===== config.mk =====
export PLATFORM = sky130hd
export DESIGN_NAME = csr_sequencer
export DESIGN_NICKNAME = d
export VERILOG_FILES = /design/src/rtl/csr_seq_pkg.sv /design/src/rtl/csr_seq_shadow.sv /design/src/rtl/csr_sequencer.sv
export SDC_FILE = /design/constraint.sdc
export NUM_CORES = 1
export LEC_CHECK = 0
export ABC_AREA = 1
export BUFFER_PORTS_ARGS = -buffer_cell sky130_fd_sc_hd__buf_4
export CORE_ASPECT_RATIO = 1.25
export CORE_MARGIN = 1.5
export CORE_UTILIZATION = 32
export CTS_BUF_LIST = sky130_fd_sc_hd__clkbuf_16
export DETAILED_ROUTE_END_ITERATION = 8
export PLACE_DENSITY_LB_ADDON = 0.1
export SLEW_MARGIN = 20
export SYNTH_ARGS = -nofsm -noshare
export SYNTH_HDL_FRONTEND = slang
export SYNTH_HIERARCHICAL = 1
export SYNTH_SLANG_ARGS = --single-unit

===== constraint.sdc =====
create_clock -name clk -period 5.1 [get_ports clk]
set_input_delay 0.765 -clock clk [delete_from_list [all_inputs] [get_ports clk]]
set_output_delay 0.765 -clock clk [all_outputs]
set_load 0.02 [all_outputs]

===== src/rtl/csr_seq_pkg.sv =====
// Shared encodings for the machine-mode CSR sequencer.
// CSR_SEQ_FAULT_TRAP_EN adds the FTRAP state to the state enum.
package csr_seq_pkg;

  localparam logic [2:0] OP_EXC  = 3'b000;
  localparam logic [2:0] OP_MRET = 3'b001;
  localparam logic [2:0] OP_RW   = 3'b101;
  localparam logic [2:0] OP_RS   = 3'b110;
  localparam logic [2:0] OP_RC   = 3'b111;
  localparam logic [2:0] OP_IDLE = 3'b100;

  localparam logic [11:0] ADDR_MSTATUS = 12'h300;
  localparam logic [11:0] ADDR_MIE     = 12'h304;
  localparam logic [11:0] ADDR_MIP     = 12'h344;

  typedef enum logic [1:0] {
    REQ_CSR  = 2'b00,
    REQ_MRET = 2'b01,
    REQ_EXC  = 2'b10,
    REQ_BAD  = 2'b11
  } req_kind_e;

  typedef enum logic [1:0] {
    RSP_CSR  = 2'b00,
    RSP_MRET = 2'b01,
    RSP_TRAP = 2'b10,
    RSP_IRQ  = 2'b11
  } rsp_kind_e;

  typedef enum logic [2:0] {
    S_HOLD,
    S_IDLE,
    S_ISSUE,
    S_RESP
`ifdef CSR_SEQ_FAULT_TRAP_EN
    , S_FTRAP
`endif
  } state_e;

  // Single-bit view of CSRRW/CSRRS/CSRRC; op is the low two bits of the csr op.
  function automatic logic csr_bit_apply(input logic old, input logic [1:0] op, input logic w);
    case (op)
      2'b01:   csr_bit_apply = w;
      2'b10:   csr_bit_apply = old | w;
      2'b11:   csr_bit_apply = old & ~w;
      default: csr_bit_apply = old;
    endcase
  endfunction

endpackage


===== src/rtl/csr_seq_shadow.sv =====
// Shadow copies of MIE/MPIE/MEIE/MSIE/MSIP and the interrupt take decision.
module csr_seq_shadow
  import csr_seq_pkg::*;
#(
  parameter logic [3:0] EXT_IRQ_CAUSE = 4'd11,
  parameter logic [3:0] SW_IRQ_CAUSE  = 4'd3
) (
  input  logic        clk,
  input  logic        reset_n,
  input  logic        trap_i,
  input  logic        mret_i,
  input  logic        csr_wr_i,
  input  logic [1:0]  csr_op_i,
  input  logic [11:0] csr_addr_i,
  input  logic [2:0]  wbits_i,      // {wdata[11], wdata[7], wdata[3]}
  input  logic        irq_ext_i,
  output logic        take_o,
  output logic [3:0]  cause_o
);

  logic mie_q, mpie_q, meie_q, msie_q, msip_q;
  logic ext_hit;

  always_ff @(posedge clk or negedge reset_n) begin
    if (!reset_n) begin
      mie_q  <= 1'b0;
      mpie_q <= 1'b0;
      meie_q <= 1'b0;
      msie_q <= 1'b0;
      msip_q <= 1'b0;
    end else if (trap_i) begin
      mpie_q <= mie_q;
      mie_q  <= 1'b0;
    end else if (mret_i) begin
      mie_q <= mpie_q;
    end else if (csr_wr_i) begin
      case (csr_addr_i)
        ADDR_MSTATUS: begin
          mie_q  <= csr_bit_apply(mie_q,  csr_op_i, wbits_i[0]);
          mpie_q <= csr_bit_apply(mpie_q, csr_op_i, wbits_i[1]);
        end
        ADDR_MIE: begin
          meie_q <= csr_bit_apply(meie_q, csr_op_i, wbits_i[2]);
          msie_q <= csr_bit_apply(msie_q, csr_op_i, wbits_i[0]);
        end
        ADDR_MIP: msip_q <= csr_bit_apply(msip_q, csr_op_i, wbits_i[0]);
        default: ;
      endcase
    end
  end

  assign ext_hit = irq_ext_i & meie_q;
  assign take_o  = mie_q & (ext_hit | (msip_q & msie_q));
  assign cause_o = ext_hit ? EXT_IRQ_CAUSE : SW_IRQ_CAUSE;

endmodule


===== src/rtl/csr_sequencer.sv =====
// Serialises CSR ops, MRET, exceptions and interrupts into single csr-unit operations.
// Optional CSR_SEQ_FAULT_TRAP_EN converts faulting CSR accesses into an illegal-access trap.
//   state | meaning
//   HOLD  | csr unit held in reset for one clock after release
//   IDLE  | decide interrupt / accept request
//   ISSUE | op presented to csr unit
//   RESP  | response valid for one clock
//   FTRAP | illegal-access trap presented to csr unit (option only)
module csr_sequencer
  import csr_seq_pkg::*;
#(
  parameter logic [3:0] EXT_IRQ_CAUSE = 4'd11,
  parameter logic [3:0] SW_IRQ_CAUSE  = 4'd3,
  parameter logic [3:0] ILLEGAL_CAUSE = 4'd2
) (
  input  logic        clk,
  input  logic        reset_n,
  input  logic        req_valid,
  output logic        req_ready,
  input  logic [1:0]  req_kind,
  input  logic [1:0]  req_csr_op,
  input  logic [11:0] req_addr,
  input  logic [31:0] req_wdata,
  input  logic [3:0]  req_cause,
  input  logic [31:0] req_pc,
  input  logic [31:0] irq_pc,
  input  logic        irq_ext,
  output logic        rsp_valid,
  output logic [1:0]  rsp_kind,
  output logic [31:0] rsp_data,
  output logic        rsp_fault,
  output logic        csr_reset,
  output logic [2:0]  csr_op,
  output logic [11:0] csr_addr_exception,
  output logic [31:0] csr_write_value,
  input  logic [31:0] csr_read_value,
  input  logic        csr_fault
);

  state_e      state_q;
  logic        csr_reset_q;
  logic [2:0]  csr_op_q;
  logic [11:0] addr_q;
  logic [31:0] wval_q;
  rsp_kind_e   rsp_kind_q;
  logic        csr_req_q, fault_q, noop_q;
  logic        take, idle, accept, csr_ok, ftrap_go;
  logic [3:0]  irq_cause;
  req_kind_e   kind;

  assign kind      = req_kind_e'(req_kind);
  assign idle      = (state_q == S_IDLE);
  assign req_ready = idle & ~take;
  assign accept    = req_ready & req_valid;
  assign csr_ok    = (kind == REQ_CSR) && (req_csr_op != 2'b00);

`ifdef CSR_SEQ_FAULT_TRAP_EN
  logic [31:0] req_pc_q;
  assign ftrap_go = (state_q == S_RESP) & csr_req_q & csr_fault;
`else
  logic unused_pc;
  assign unused_pc = ^{req_pc, ILLEGAL_CAUSE};
  assign ftrap_go  = 1'b0;
`endif

  csr_seq_shadow #(
    .EXT_IRQ_CAUSE(EXT_IRQ_CAUSE),
    .SW_IRQ_CAUSE (SW_IRQ_CAUSE)
  ) u_shadow (
    .clk       (clk),
    .reset_n   (reset_n),
    .trap_i    ((idle & take) | (accept & (kind == REQ_EXC)) | ftrap_go),
    .mret_i    (accept & (kind == REQ_MRET)),
    .csr_wr_i  (accept & csr_ok),
    .csr_op_i  (req_csr_op),
    .csr_addr_i(req_addr),
    .wbits_i   ({req_wdata[11], req_wdata[7], req_wdata[3]}),
    .irq_ext_i (irq_ext),
    .take_o    (take),
    .cause_o   (irq_cause)
  );

  always_ff @(posedge clk or negedge reset_n) begin
    if (!reset_n) begin
      state_q     <= S_HOLD;
      csr_reset_q <= 1'b1;
      csr_op_q    <= OP_IDLE;
      addr_q      <= '0;
      wval_q      <= '0;
      rsp_kind_q  <= RSP_CSR;
      csr_req_q   <= 1'b0;
      fault_q     <= 1'b0;
      noop_q      <= 1'b0;
`ifdef CSR_SEQ_FAULT_TRAP_EN
      req_pc_q    <= '0;
`endif
    end else begin
      case (state_q)
        S_HOLD: begin
          csr_reset_q <= 1'b0;
          state_q     <= S_IDLE;
        end
        S_IDLE: begin
          if (take) begin
            csr_op_q   <= OP_EXC;
            addr_q     <= {7'b0, 1'b1, irq_cause};
            wval_q     <= irq_pc;
            rsp_kind_q <= RSP_IRQ;
            csr_req_q  <= 1'b0;
            fault_q    <= 1'b0;
            noop_q     <= 1'b0;
            state_q    <= S_ISSUE;
          end else if (req_valid) begin
            addr_q    <= req_addr;
            wval_q    <= req_wdata;
            csr_req_q <= 1'b0;
            fault_q   <= 1'b0;
            noop_q    <= 1'b0;
            state_q   <= S_ISSUE;
`ifdef CSR_SEQ_FAULT_TRAP_EN
            req_pc_q  <= req_pc;
`endif
            if (csr_ok) begin
              csr_op_q   <= {1'b1, req_csr_op};
              rsp_kind_q <= RSP_CSR;
              csr_req_q  <= 1'b1;
            end else if (kind == REQ_MRET) begin
              csr_op_q   <= OP_MRET;
              rsp_kind_q <= RSP_MRET;
            end else if (kind == REQ_EXC) begin
              csr_op_q   <= OP_EXC;
              addr_q     <= {8'b0, req_cause};
              rsp_kind_q <= RSP_TRAP;
            end else begin
              // nothing reaches the csr unit; answer with a fault straight away
              rsp_kind_q <= RSP_CSR;
              fault_q    <= 1'b1;
              noop_q     <= 1'b1;
              state_q    <= S_RESP;
            end
          end
        end
        S_ISSUE: begin
          csr_op_q <= OP_IDLE;
          state_q  <= S_RESP;
        end
        S_RESP: begin
          state_q <= S_IDLE;
`ifdef CSR_SEQ_FAULT_TRAP_EN
          if (ftrap_go) begin
            csr_op_q   <= OP_EXC;
            addr_q     <= {8'b0, ILLEGAL_CAUSE};
            wval_q     <= req_pc_q;
            rsp_kind_q <= RSP_TRAP;
            csr_req_q  <= 1'b0;
            fault_q    <= 1'b1;
            state_q    <= S_FTRAP;
          end
        end
        S_FTRAP: begin
          csr_op_q <= OP_IDLE;
          state_q  <= S_RESP;
`endif
        end
        default: state_q <= S_IDLE;
      endcase
    end
  end

  assign csr_reset          = csr_reset_q;
  assign csr_op             = csr_op_q;
  assign csr_addr_exception = addr_q;
  assign csr_write_value    = wval_q;
  assign rsp_valid          = (state_q == S_RESP) & ~ftrap_go;
  assign rsp_kind           = rsp_valid ? rsp_kind_q : RSP_CSR;
  assign rsp_data           = (rsp_valid & ~noop_q) ? csr_read_value : '0;
  assign rsp_fault          = rsp_valid & (fault_q | (csr_req_q & csr_fault));

endmodule


# Word level (Yosys, flattened, before mapping)
# Index checks and enable logic that the tools add are counted.
op_classes:
  muxes: 48
  bitwise: 32
  n_eq_ne: 14
  n_reduce_logical: 19
ops:
  columns: ["op", "n"]
  rows:
  - ["2-to-1 mux 32 bit", 3]
  - ["2-to-1 mux 12 bit", 5]
  - ["equality test 12 x 10 -> 1 bit, second input constant", 3]
  - ["2-to-1 mux 3 bit", 7]
  - ["2-to-1 mux 1 bit", 19]
  - ["bitwise AND 1 bit", 17]
  - ["case mux 1 bit (3 select lines)", 5]
  - ["2-to-1 mux 2 bit", 6]
  - ["case mux 3 bit (2 select lines)", 2]
  - ["AND reduction 5 bit", 2]
  - ["nonzero test 2 bit", 5]
  - ["nonzero test 3 bit", 3]
  - ["OR 1 bit", 8]
  - ["NOT 1 bit", 7]
  - ["equality test 2 bit, second input constant", 3]
  - ["equality test 3 x 2 -> 1 bit, second input constant", 2]
  - ["AND reduction 3 bit", 2]
  - ["!= test 5 x 2 -> 1 bit, second input constant", 1]
  - ["nonzero test 5 bit", 1]
  - ["equality test 2 x 1 -> 1 bit, second input constant", 2]
  - ["2-to-1 mux 4 bit", 1]
  - ["AND reduction 4 bit", 1]
  - ["nonzero test 4 bit", 1]
  - ["equality test 3 x 1 -> 1 bit, second input constant", 1]
  - ["6 further kinds", 6]
word_totals:
  word_cells: 126
  output_inout_bits: 85
  register_bits: 60

# Logic depth before layout (Yosys ltp)
# Gate-level depths: netlist (run 1).
depth:
  ltp_word: 10
  depth_mapped: 15
  depth_no_buf: 15

# By module
# The synthesis (run 1) kept the hierarchy.
by_module_without_submodules:
  columns: ["mod", "area_each_um2", "instances", "seq_area_each_um2", "cells_each"]
  rows:
  - ["csr_sequencer", 2866.5, 1, 1353.8, 391]
  - ["csr_seq_shadow", 593.1, 1, 125.1, 99]

# Worst setup path before layout (run 1)
# Ideal clock, no wire load.
synth_path:
  path_type: "input to register"
  start: "in irq_ext"
  end: "reg u_shadow.meie_q"
  setup_ps: 122
  path_stages: 13
  setup_slack_ps: 2609
  required_ps: 4978
  arrival_time_ps: 2368
  path_cell_list: "nand2_1 -> a21boi_0 -> nor2_2 -> nor2_4 -> inv_2 -> nor2_4 -> inv_1 -> nor2_1 -> nand2_1 -> nor3_2 -> nand3_1 -> nand2_1 -> o21ai_1"
synth_between:
  elab_chain_len: 10
  word_cells_on_any_way: 14
  cone_classes: "13 x bitwise; 1 x reduce/logical"
synth_lines:
  columns: ["element", "line_no", "source"]
  rows:
  - ["from (decl)", "csr_sequencer.sv:27", "input logic irq_ext,"]
  - ["bitwise AND 1 bit *", "csr_seq_shadow.sv:52", "assign ext_hit = irq_ext_i & meie_q;"]
  - ["OR 1 bit *", "csr_seq_shadow.sv:53", "assign take_o = mie_q & (ext_hit | (msip_q & msie_q));"]
  - ["bitwise AND 1 bit *", "csr_seq_shadow.sv:53", null]
  - ["named net take", "csr_sequencer.sv:47", "logic take, idle, accept, csr_ok, ftrap_go;"]
  - ["NOT 1 bit", "csr_sequencer.sv:53", "assign req_ready = idle & ~take;"]
  - ["bitwise AND 1 bit", "csr_sequencer.sv:53", null]
  - ["bitwise AND 1 bit", "csr_sequencer.sv:54", "assign accept = req_ready & req_valid;"]
  - ["bitwise AND 1 bit", "csr_sequencer.sv:72", ".trap_i ((idle & take) | (accept & (kind == REQ_EXC)) | ftrap_go),"]
  - ["OR 1 bit", "csr_sequencer.sv:72", null]
  - ["NOT 1 bit (no line)", null, null]
  - ["AND reduction 5 bit (no line) *", null, null]
  - ["to (signal assigned)", "csr_seq_shadow.sv:43", "meie_q <= csr_bit_apply(meie_q, csr_op_i, wbits_i[2]);"]
  - ["to (decl)", "csr_seq_shadow.sv:21", "logic mie_q, mpie_q, meie_q, msie_q, msip_q;"]
# The timed path passes the listed nets; every way through them passes the cells marked *.
# A chain may end at the register's enable or synchronous reset.

# Worst setup path after layout (run 1)
layout_path:
  start: "in irq_ext"
  end: "out req_ready"
layout_between:
  elab_chain_len: 5
layout_lines:
  columns: ["element", "line_no", "source"]
  rows:
  - ["bitwise AND 1 bit", "csr_seq_shadow.sv:52", null]
  - ["OR 1 bit", "csr_seq_shadow.sv:53", null]
  - ["bitwise AND 1 bit", "csr_seq_shadow.sv:53", null]
  - ["named net take", "csr_sequencer.sv:47", null]
  - ["NOT 1 bit", "csr_sequencer.sv:53", null]
  - ["bitwise AND 1 bit", "csr_sequencer.sv:53", null]
  - ["to (decl)", "csr_sequencer.sv:19", "output logic req_ready,"]
# The timed path passes the listed nets, and every way through them passes these cells.

==> results of run 1 <==
-- area by class of cell --
type | count | area [µm²]
well taps | 132 | 165
inverters | 74 | 278
flip-flops and latches | 59 | 1480
clock inverters | 7 | 43.8
clock buffers | 9 | 225
repair buffers | 208 | 1560
multi-input cells | 333 | 1590
fillers | 1100 | 5220
-- how the worst min path moves through the flow --
stage	from	end	cells past startpoint
after detailed placement	csr_reset	csr_reset	2
after floorplan	rsp_kind_q[1]	rsp_kind_q[1]	2
final	csr_reset	csr_reset	2
after CTS	csr_reset	csr_reset	2
after global routing	csr_reset	csr_reset	2
after global placement	csr_reset	csr_reset	2
-- cells in the final DEF (no fill, tap or decap) --
cell / n
nor3_2: 1
clkinv_2: 1
nor2_4: 3
o21ai_2: 1
o22ai_1: 1
nand2_1: 127
nor2_2: 2
a21boi_4: 1
nor2_1: 93
buf_4: 208
or2_2: 2
o21ai_1: 3
inv_2: 1
clkinvlp_4: 3
a21boi_2: 1
dfstp_2: 2
clkbuf_16: 9
a31oi_1: 32
a21oi_1: 7
o21bai_1: 1
a22oi_1: 4
o21ai_0: 7
conb_1: 3
ha_1: 11
a21boi_0: 1
inv_1: 72
nand3b_1: 2
nand4_1: 4
clkinv_1: 3
dfrtp_1: 57
nand3_1: 26
inv_6: 1
-- registers in the layout, indices dropped and copies added (netlist names), 2 cells and up --
| register | cells |
|---|---|
| csr_write_value | 32 |
| csr_addr_exception | 12 |
| csr_op | 3 |
| state_q | 2 |
| rsp_kind_q | 2 |
-- power by group --
| group | internal [W] | switching [W] |
|---|---|---|
| sequential | 0.000684 | 0.000116 |
| clock | 0.000325 | 0.000218 |
| combinational | 0.000578 | 0.000818 |
-- cells by family after synthesis --
family                     Yosys count  share of synthesized area, %
adders and majority gates           11                          3.98
and+or+nand+nor                    260                          30.8
buffers and inverters               99                          11.8
other                                2                         0.217
AOI/OAI and AO/OA                   59                          10.5
DFF                                 59                          42.7
-- critical path, stage by stage --
cell	delay, ps
buf_4	110
nand2_1	110
a21boi_4	70
inv_1	770
nand2_1	250
inv_1	110
buf_4	150
-- per-stage QoR --
stage / cells / hold slack, ps / worst slack (ps) / utilization (%) / total power [W]
final: 822 / 439 / 1990 / 50.6 / 0.00274
after global routing: 822 / 468 / 1830 / 50.6 / 0.00294
after CTS: 822 / 444 / 1940 / 50.6 / 0.00278
after detailed placement: 806 / 434 / 1810 / 48.0 / 0.00222
after global placement: 806 / 432 / 1830 / 48.0 / 0.00220
after floorplan: 491 / 442 / 2610 / - / 0.00160
-- metal layers --
metal	up-vias	global-route usage, %
li1	1904	-
met2	137	31.6
met3	18	5.56
met5	-	0
met4	0	7.90
met1	1682	22.4
==> flow_summary.toml, run 1 <==
[status]
status = "finished, final reports clean"

[routing]
met3_length_um = 915
drt_iter0_drc = 142
postRouteAntennaNets = 0
top_layer_used = "met4"
viasPerCell = 4.55
dr_total_vias = 3741
wl_met1_mm = 4.57
dr.pass1.iters = 4
drc = 0
wirelength_mm = 11.1
wl_met2_mm = 5.33
wire_per_inst_um = 13.4

[sta]
timing.fmax_mhz = 322
skew_ps = 6.01
hold_violations = 0
period_share_pct = 60.9
post-route-min-period_ps = 3110
setup_violations = 0
slew_headroom_pct = 28.0
rsz0062_at_grt = "false"
final_max_slew_viol_count = 0
setup_tns_ps = 0
worst_pin_slew_ps = 1080

[worst_setup_path]
rrSetupSlack_ps = 2300
worstPathMaxFanout = 33
critPathLaunchType = "primary input"
crit_type = "in -> out"
startpoint = "irq_ext"
reg2reg_from = "u_shadow/meie_q"
crit_end = "req_ready"
arrival_ps = 2340
timing.rr.end = "u_shadow/mie_q"
r2r_cells = 15
cp_data_required_time_ps = 4340
critPathCaptureType = "output pin"

[die]
rows = 42
initial_core_util_pct = 32.8
chipWidth_um = 96
core-area_um2 = 10600
fp.dieArea_um2 = 11400
die_h_um = 119
ios = 238

[cts]
clock_latency_ps = 320
cts_buffers = 9
clockBufferDepth = 2
cts_setup_buffers = 0
clk_pin_slew_worst_paths_ps = 50
ctsHtreeMaxLevel = 3
clkSinkCount = 59
cts.repair.resized = 0
cts-root-buf = "clkbuf_16"
tritoncts = "yes"
hold_buffers = 0

[logic_synthesis]
synth_top_area_cell = "dfrtp_1"
ys_types = 30
synth-main-ff-cell = "dfrtp_1"
synth_top_area_share_pct = 41.2
avgSynthCellArea_um2 = 7.06
synth_edf_count = 0
syn_area_um2 = 3460
ys_warn_count = 6
yosysMostFrequentCell = "nand2_1"
synthCells = 490
yosys-top-cells-area = "dfrtp_1 41%, nand2_1 14%, nor2_1 10%"
synthTopCellsByCount = "127 x nand2_1, 93 x nor2_1, 72 x inv_1, 57 x dfrtp_1, 32 x a31oi_1"
synthArstFlopShare_pct = 100
synth_seq_cells = 59
yosysSeqAreaShare_pct = 42.7

[grt]
grt_overflow = 0
grt_pass1_wl_mm = 16.8
grt_use_total_pct = 19.0
grt_pass1_vias = 3615
grt_max_degree = 69
grt_antenna_before_repair = 0

[job]
maxCapViolCount = 0

[layout]
diodes = 0
nets = 849
drive_gt1_share_pct = 34.2
syn_to_final_growth_pct = 54.4
design_area_um2 = 5340

[worst_hold_path]
hold_class = "reg -> reg"

[placement]
dp_hpwl_mm = 8.16
placed_cell_area_um2 = 5070
gp_congestion = 0.757
io_buffers = 205

[power]
power.leakage_nw = 2.95
ir_drop_mv = 0.215
powerDensity_nw_per_um2 = 513
Power figures use the tool's default switching activity.
==> run 2, diff against run 1 <==
==> constraint.sdc (replaced) <==
create_clock -name clk -period 2.9 [get_ports clk]
set_input_delay 0.435 -clock clk [delete_from_list [all_inputs] [get_ports clk]]
set_output_delay 0.435 -clock clk [all_outputs]
set_load 0.02 [all_outputs]
==> run 2 against run 1 <==
- die area is the same
- clock power grew 120%
- cell count is 0.24% higher
- utilization rose by 0.73 points
- via count increased by 1.4%
- sequential cell count unchanged
- critical path depth rose by 1
- combinational power increased by 75%
- first-iteration DRC count shrank 2.1%
- total power rose by 85%
- routed wire length shrank 1.5%
- clock skew up 1.5 ps
==> flow_summary.toml, run 2 (synthesis results as in run 1) <==
[status]
status = "finished, final reports clean"

[worst_setup_path]
cp_slowest_cell = "buf_4"
timing.rr.end = "u_shadow/msie_q"
critPathMaxStageDelay_ps = 420
crit_cells = 8
cp_num_buf_inv = 5
rrSetupSlack_ps = 600
cp_top_family = "buffers and inverters"
critPathLaunchType = "register"
critPathCaptureType = "output pin"
cpMostUsedCell = "buf_4"
reg2reg_from = "state_q[1]"
r2r_cells = 13
crit_type = "reg -> out"
crit_chain = "nand2_1 > a21boi_4 > buf_4 > inv_1 > buf_4 > nand2_1 > inv_1 > buf_4"
arrival_ps = 2150
cp_data_required_time_ps = 2470
worstPathMaxFanout = 39

[routing]
drt_iter0_drc = 139
wire_per_inst_um = 13.2
wirelength_mm = 10.9
drc = 0
dr.pass1.iters = 4
postRouteAntennaNets = 0
viasPerCell = 4.60
dr_total_vias = 3792

[grt]
grt_pass1_vias = 3493
grt_use_total_pct = 19.0
grt_overflow = 0
grt_antenna_before_repair = 0
grt_pass1_wl_mm = 16.7
grt_max_degree = 68

[power]
power.share.clock_pct = 23.7
powerDensity_nw_per_um2 = 934
power_switching_w = 0.00201
power.leakage_nw = 3.00
seqPwrFrac_pct = 27.8
p_sw_share_pct = 39.6
power_w = 0.00506
p_int_w = 0.00305
power_frac_comb_pct = 48.5
ir_drop_mv = 0.352

[layout]
diodes = 0
syn_to_final_growth_pct = 56.6
final_cell_mix = "210 x buf_4, 127 x nand2_1, 93 x nor2_1"
num-fill-cells = 1047
drive_gt1_share_pct = 34.2
nets = 851
layout_commonest_cell = "buf_4"
fin_cells = 824
largest_register_ffs = 32

[sta]
worst_pin_slew_ps = 772
final_max_slew_viol_count = 0
holdWs_ps = 174
worst_slack_ps = 310
hold_violations = 0
setup_tns_ps = 0
period_share_pct = 89.3
slew_headroom_pct = 48.5
skew_ps = 7.47
setup_violations = 0
timing.fmax_mhz = 386
post-route-min-period_ps = 2590
rsz0062_at_grt = "false"

[cts]
clock_latency_ps = 330
clockBufferDepth = 2
cts_setup_buffers = 0
tritoncts = "yes"
ctsHtreeMaxLevel = 3
cts.repair.resized = 0
cts_buffers = 9
hold_buffers = 0
clkSinkCount = 59
clk_pin_slew_worst_paths_ps = 60
cts-root-buf = "clkbuf_16"

[die]
rows = 42
fp.dieArea_um2 = 11400
core-area_um2 = 10600
chipWidth_um = 96
initial_core_util_pct = 32.8
die_h_um = 119
ios = 238

[placement]
dp.cells = 808
pre_cts_ws_ps = 498
gp_congestion = 0.889
dp_hpwl_mm = 8.18
io_buffers = 205

[worst_hold_path]
hold_class = "in -> async"

[job]
maxCapViolCount = 0
-- run 2: through the flow --
stage,utilization [%],cell area (µm²)
after CTS,51.3,5420
after floorplan,-,3460
after global placement,48.2,5090
final,51.3,5420
after detailed placement,48.2,5090
after global routing,51.3,5420
-- run 2: power groups by stage --
stage | combinational (W) | clock, W | sequential (W)
after floorplan | 0.00102 | 0 | 0.00178
final | 0.00245 | 0.00120 | 0.00141
after CTS | 0.00249 | 0.00122 | 0.00141
after global placement | 0.00246 | 0 | 0.00141
after global routing | 0.00269 | 0.00126 | 0.00145
after detailed placement | 0.00249 | 0 | 0.00142
-- run 2: worst max path at each step --
stage	slack, ps	end	from
after floorplan	740	u_shadow/meie_q	irq_ext
after global placement	500	req_ready	irq_ext
after detailed placement	500	u_shadow/msie_q	irq_ext
after CTS	260	req_ready	u_shadow/meie_q
after global routing	140	req_ready	u_shadow/meie_q
final	310	req_ready	u_shadow/meie_q
-- run 2: final cells by class --
type	count	area, µm²	share of cell area (%)
Sequential cell	59	1480	27.3
Inverter	74	278	5.13
Timing Repair Buffer	210	1580	29.1
Clock buffer	9	225	4.16
Clock inverter	7	106	1.96
Tap cell	132	165	3.05
Multi-Input combinational cell	333	1590	29.3
-- run 2: worst reg2reg max path, cell delays in order, from the launching register on --
cell     delay (ps)
dfrtp_1         400
inv_1           100
ha_1            220
inv_1            90
nor2_4          120
inv_2           140
nor2_4          300
inv_1           110
nor2_1          140
nand2_1         100
nor3_2          140
nand3_1         180
nand2_1          90
o21ai_1          60
-- run 2: per-layer routing --
layer | up-vias | part of all wire, % | track usage (%)
li1 | 1919 | - | -
met1 | 1704 | 40 | 22.5
met2 | 147 | 48 | 31.1
met3 | 22 | 9.5 | 6.26
met4 | 0 | 2.2 | 7.90
met5 | - | 0 | 0
